[src/rtl/id_exe_pipe_ctrl.sv]
// ID/EX pipeline register with the EX->MEM->WB destination tracking chain.
// Optional bubble statistics counter enabled by defining STALL_STATS_EN.
module id_exe_pipe_ctrl #(
    parameter int unsigned DATA_W = 32,
    parameter int unsigned REG_AW = 5,
    parameter int unsigned ALUC_W = 4
) (
    input  logic              clk,
    input  logic              rst,
    input  logic              wrn,
    input  logic              flush,
    input  logic [REG_AW-1:0] d_rs,
    input  logic [REG_AW-1:0] d_rt,
    input  logic [REG_AW-1:0] d_rw,
    input  logic              d_reg_write,
    input  logic              d_memtoreg,
    input  logic              d_wmem,
    input  logic [ALUC_W-1:0] d_aluc,
    input  logic [DATA_W-1:0] d_qa,
    input  logic [DATA_W-1:0] d_qb,
    input  logic [DATA_W-1:0] d_imm,
    output logic [REG_AW-1:0] e_rs,
    output logic [REG_AW-1:0] e_rt,
    output logic [REG_AW-1:0] e_rw,
    output logic [REG_AW-1:0] m_rw,
    output logic [REG_AW-1:0] w_rw,
    output logic              e_reg_write,
    output logic              m_reg_write,
    output logic              w_reg_write,
    output logic              e_memtoreg,
    output logic              m_memtoreg,
    output logic              e_wmem,
    output logic [ALUC_W-1:0] e_aluc,
    output logic [DATA_W-1:0] e_qa,
    output logic [DATA_W-1:0] e_qb,
    output logic [DATA_W-1:0] e_imm,
    output logic              bubble,
    output logic [15:0]       stall_cnt
);

    logic insert_bubble;
    logic live_write;

    // Flush and load-use stall both replace the EXE slot with a bubble.
    assign insert_bubble = flush | ~wrn;
    // Dead writes and $0 writes must never expose a nonzero index downstream.
    assign live_write    = d_reg_write & (d_rw != '0);

    always_ff @(posedge clk) begin
        if (rst) begin
            e_rs        <= '0;
            e_rt        <= '0;
            e_rw        <= '0;
            m_rw        <= '0;
            w_rw        <= '0;
            e_reg_write <= 1'b0;
            m_reg_write <= 1'b0;
            w_reg_write <= 1'b0;
            e_memtoreg  <= 1'b0;
            m_memtoreg  <= 1'b0;
            e_wmem      <= 1'b0;
            e_aluc      <= '0;
            e_qa        <= '0;
            e_qb        <= '0;
            e_imm       <= '0;
            bubble      <= 1'b1;
        end else begin
            // Downstream stages always advance.
            w_rw        <= m_rw;
            w_reg_write <= m_reg_write;
            m_rw        <= e_rw;
            m_reg_write <= e_reg_write;
            m_memtoreg  <= e_memtoreg;
            if (insert_bubble) begin
                e_rs        <= '0;
                e_rt        <= '0;
                e_rw        <= '0;
                e_reg_write <= 1'b0;
                e_memtoreg  <= 1'b0;
                e_wmem      <= 1'b0;
                e_aluc      <= '0;
                e_qa        <= '0;
                e_qb        <= '0;
                e_imm       <= '0;
                bubble      <= 1'b1;
            end else begin
                e_rs        <= d_rs;
                e_rt        <= d_rt;
                e_rw        <= live_write ? d_rw : '0;
                e_reg_write <= live_write;
                e_memtoreg  <= d_memtoreg & live_write;
                e_wmem      <= d_wmem;
                e_aluc      <= d_aluc;
                e_qa        <= d_qa;
                e_qb        <= d_qb;
                e_imm       <= d_imm;
                bubble      <= 1'b0;
            end
        end
    end

`ifdef STALL_STATS_EN
    // Saturating count of load-use bubbles; flush-only bubbles are not counted.
    always_ff @(posedge clk) begin
        if (rst) begin
            stall_cnt <= 16'h0;
        end else if (!wrn && !flush && (stall_cnt != 16'hFFFF)) begin
            stall_cnt <= stall_cnt + 16'd1;
        end
    end
`else
    assign stall_cnt = 16'h0;
`endif

endmodule

[config.mk]
export PLATFORM = sky130hd
export DESIGN_NAME = id_exe_pipe_ctrl
export DESIGN_NICKNAME = d
export VERILOG_FILES = /design/src/rtl/id_exe_pipe_ctrl.sv
export SDC_FILE = /design/constraint.sdc
export NUM_CORES = 1
export LEC_CHECK = 0
export ABC_CLOCK_PERIOD_IN_PS = 1500
export CAP_MARGIN = 20
export CORE_AREA = 2 2 109 111
export CTS_CLUSTER_SIZE = 24
export DETAILED_ROUTE_END_ITERATION = 7
export DIE_AREA = 0 0 111 113
export GPL_TIMING_DRIVEN = 0
export PLACE_DENSITY = 0.78
export REMOVE_ABC_BUFFERS = 1
export SYNTH_ARGS = -nofsm -noshare
export SYNTH_HDL_FRONTEND = slang
export SYNTH_SLANG_ARGS = --single-unit
[constraint.sdc]
create_clock -name clk -period 1.5 [get_ports clk]
set_clock_uncertainty 0.05 [all_clocks]
set_input_delay 0.3 -clock clk [delete_from_list [all_inputs] [get_ports clk]]
set_output_delay 0.3 -clock clk [all_outputs]
set_load 0.005 [all_outputs]
==> metrics.txt <==
status=completed; ratio of cells with drive above 1 in the final layout=16.03%; reported leakage power=3.441 nW; hold buffer count at CTS=0; slowest stage cell on the critical path=sky130_fd_sc_hd__dlygate4sd2_1; fraction of registers with async set/reset=0%; GP Congestion=0.7825; transition at the pin with the smallest max-transition slack=0.5499 ns; adder-cell area share of the yosys netlist=0%; Max H-tree Level=4; largest net degree at the start of global routing=29; Bufs on Longest Clock Path=2; Root Buffer=sky130_fd_sc_hd__clkbuf_16; Iteration-0 DRC Markers=76; Antenna Nets Post-Route=0; Post-Synthesis Mean Instance Area=12.67 µm²; final total power=8.540 mW; worst path required time=1.74 ns; total of buffers placed on input and output ports=253; Worst setup EP type=flop; Reg clk slew, reported paths=0.05 ns; EDFF count, synth=0; number of global-route vias before repair=2915; HPWL after detailed placement=7690 µm; library cell with the largest summed area after synthesis=sky130_fd_sc_hd__dfxtp_1; compound-gate portion of the synthesized area=0.4656%; fraction of the mapped netlist area in simple logic gates=24.14%; drt wl/cell=13.97 µm; library cells used by synthesis=16; vias per std cell=3.990; cell types occupying the most area after synthesis=sky130_fd_sc_hd__dfxtp_1, sky130_fd_sc_hd__and2_1, sky130_fd_sc_hd__and2_2; number of antenna violations at the first check in global routing=0; max-slew violations=0; period utilization=93.04%; met1 layer usage reported by global route=15.54%; starting density of the core=33.38%; peak clock frequency supported by timing=0.7166 GHz; Seq/Total Area, Yosys=70.24%; prevailing post-synth register cell=sky130_fd_sc_hd__dfxtp_1; Max transition margin=63.34%; kind of start point of the critical path=input pin; leading post-synthesis cells by instance count=sky130_fd_sc_hd__dfxtp_1, sky130_fd_sc_hd__and2_1, sky130_fd_sc_hd__and2_2; wire length of the first global-routing pass=15120 µm; multiplexer share of the synthesized area=0%; DRC violation count after routing=0; time the final worst path needs with I/O delays and setup=1.396 ns; setup TNS=0 ns; global-route layer with the greatest usage=met2; global-route track usage on met2=27.89%; maximum VDD drop=0.7642 mV; path category of the worst min-delay check=in2reg; Yosys warning total=0; arrival time reported for the critical path endpoint=1.64 ns; post-layout util=61.34%; routed vias=2861; crit path buf inv count=4; power per cell area=1235 nW/µm²; global-route usage over all layers=15.98%; R2R setup slack=0.84 ns; total of flip-flops plus latches after synthesis=132; CTS Buf Count=17; parity-gate share of the synthesized area counting xor and xnor cells=0%; most repeated cell in the gate-level netlist after synthesis=sky130_fd_sc_hd__dfxtp_1; Worst Path Class, Setup=in2reg; Antenna diodes=0; largest family of logic cells by synthesized area=simple AND/OR/NAND/NOR gates; clock tree from TritonCTS=yes; Post-Syn Instances=297; RSZ-0062 raised after global routing=false; die width=111 µm; Final Net Count=684; worst hold slack=0.4036 ns; Area growth syn-to-layout=83.77%; GRT met3 Usage=7.927%; CP Cell Sequence=dlygate4sd2_1, nor3b_4, buf_4, buf_16, buf_8, and2_2; Fin. Hold Viols=0; first-pass iteration count of the detailed router=4; remaining global-route overflow=0; area of the core region=11270 µm²; clk sink count=132; Max FO, Critical Path=28; # IOs=270; die height=113 µm; number of endpoints failing setup at the final stage=0; max cap viols=0; top cell type's share of synthesized area=70.24%; Synth Cell Area=3762 µm²; delay of the slowest critical-path stage=0.55 ns; die area=12540 µm²; clock latency at the later pin of the worst-skew pair=0.40 ns; delay-heaviest family, CP=buffers and inverters; number of core rows=39; aggregate routed wire length=10020 µm
path summary, 6_finish.rpt:
kind | from | end | cells past startpoint
max | rst | e_qa[14] | 6
min | d_imm[11] | e_imm[11] | 2
max reg2reg | e_memtoreg | m_memtoreg | 1
min reg2reg | m_rw[2] | w_rw[2] | 1
report_power, final:
part           switching, mW  internal [mW]
logic                  0.152          0.419
registers             0.0203           3.60
clock network           1.41           2.94
metal layers:
layer | share of wire [%] | up-vias
li1 | - | 1398
met1 | 37 | 1285
met2 | 51 | 161
met3 | 10 | 17
met4 | 2.1 | 0
met5 | 0 | -
logic make-up after synthesis:
| group | count (synthesis) |
|---|---|
| other cells | 1 |
| compound gates | 2 |
| buf+inv | 30 |
| flops | 132 |
| simple gates | 132 |
metrics by stage:
stage               setup WS (ns)  instances  area [µm²]
detailed placement        -0.9651        683        6422
finish                     0.1045        717        6914
global placement           -3.665        679        6344
global route              0.04491        717        6914
CTS                        0.1008        717        6914
floorplan                  -1.325        283        3632
layout by cell type (no fill, tap or decap):
cell type | Yosys | final
sky130_fd_sc_hd__dlygate4sd2_1 | 0 | 133
sky130_fd_sc_hd__dfxtp_1 | 132 | 131
sky130_fd_sc_hd__clkdlybuf4s50_1 | 0 | 120
sky130_fd_sc_hd__and2_1 | 67 | 67
sky130_fd_sc_hd__and2_2 | 49 | 49
sky130_fd_sc_hd__clkbuf_16 | 0 | 17
sky130_fd_sc_hd__conb_1 | 1 | 16
sky130_fd_sc_hd__nor2b_1 | 10 | 10
sky130_fd_sc_hd__bufinv_16 | 0 | 4
sky130_fd_sc_hd__clkbuf_8 | 0 | 4
sky130_fd_sc_hd__and2b_2 | 3 | 3
sky130_fd_sc_hd__clkinv_2 | 0 | 3
sky130_fd_sc_hd__buf_8 | 0 | 3
sky130_fd_sc_hd__buf_4 | 16 | 3
sky130_fd_sc_hd__clkinvlp_4 | 0 | 2
sky130_fd_sc_hd__and4bb_2 | 1 | 1
sky130_fd_sc_hd__nor3b_4 | 0 | 1
sky130_fd_sc_hd__or4_1 | 1 | 1
sky130_fd_sc_hd__o21a_1 | 1 | 1
sky130_fd_sc_hd__o211a_1 | 1 | 1
sky130_fd_sc_hd__inv_1 | 1 | 1
sky130_fd_sc_hd__clkbuf_1 | 4 | 1
sky130_fd_sc_hd__dfxtp_2 | 0 | 1
sky130_fd_sc_hd__buf_16 | 0 | 1
flip-flops by register name, summed over array words and instances, names as in the netlist:
signal,count
bubble,1
e_aluc,4
e_imm,32
e_memtoreg,1
e_qa,32
e_qb,32
e_reg_write,1
e_rs,5
e_rt,5
e_rw,5
e_wmem,1
m_memtoreg,1
m_reg_write,1
m_rw,5
w_reg_write,1
w_rw,5
repair_timing:
action,in CTS,in global routing
buffers inserted,3,0
endpoints found under the hold margin,0,0
setup endpoints to repair,244,0
resized for setup,134,0
layout make-up:
cell class / instances / area [µm²]
timing repair buffer: 260 / 2461
multi-input combinational: 150 / 992.2
tap: 143 / 178.9
sequential: 132 / 2644
clock buffer: 22 / 484.2
inverter: 1 / 3.754
clock inverter: 9 / 150.1
fill: 955 / 4358
Power figures use the tool's default switching activity.
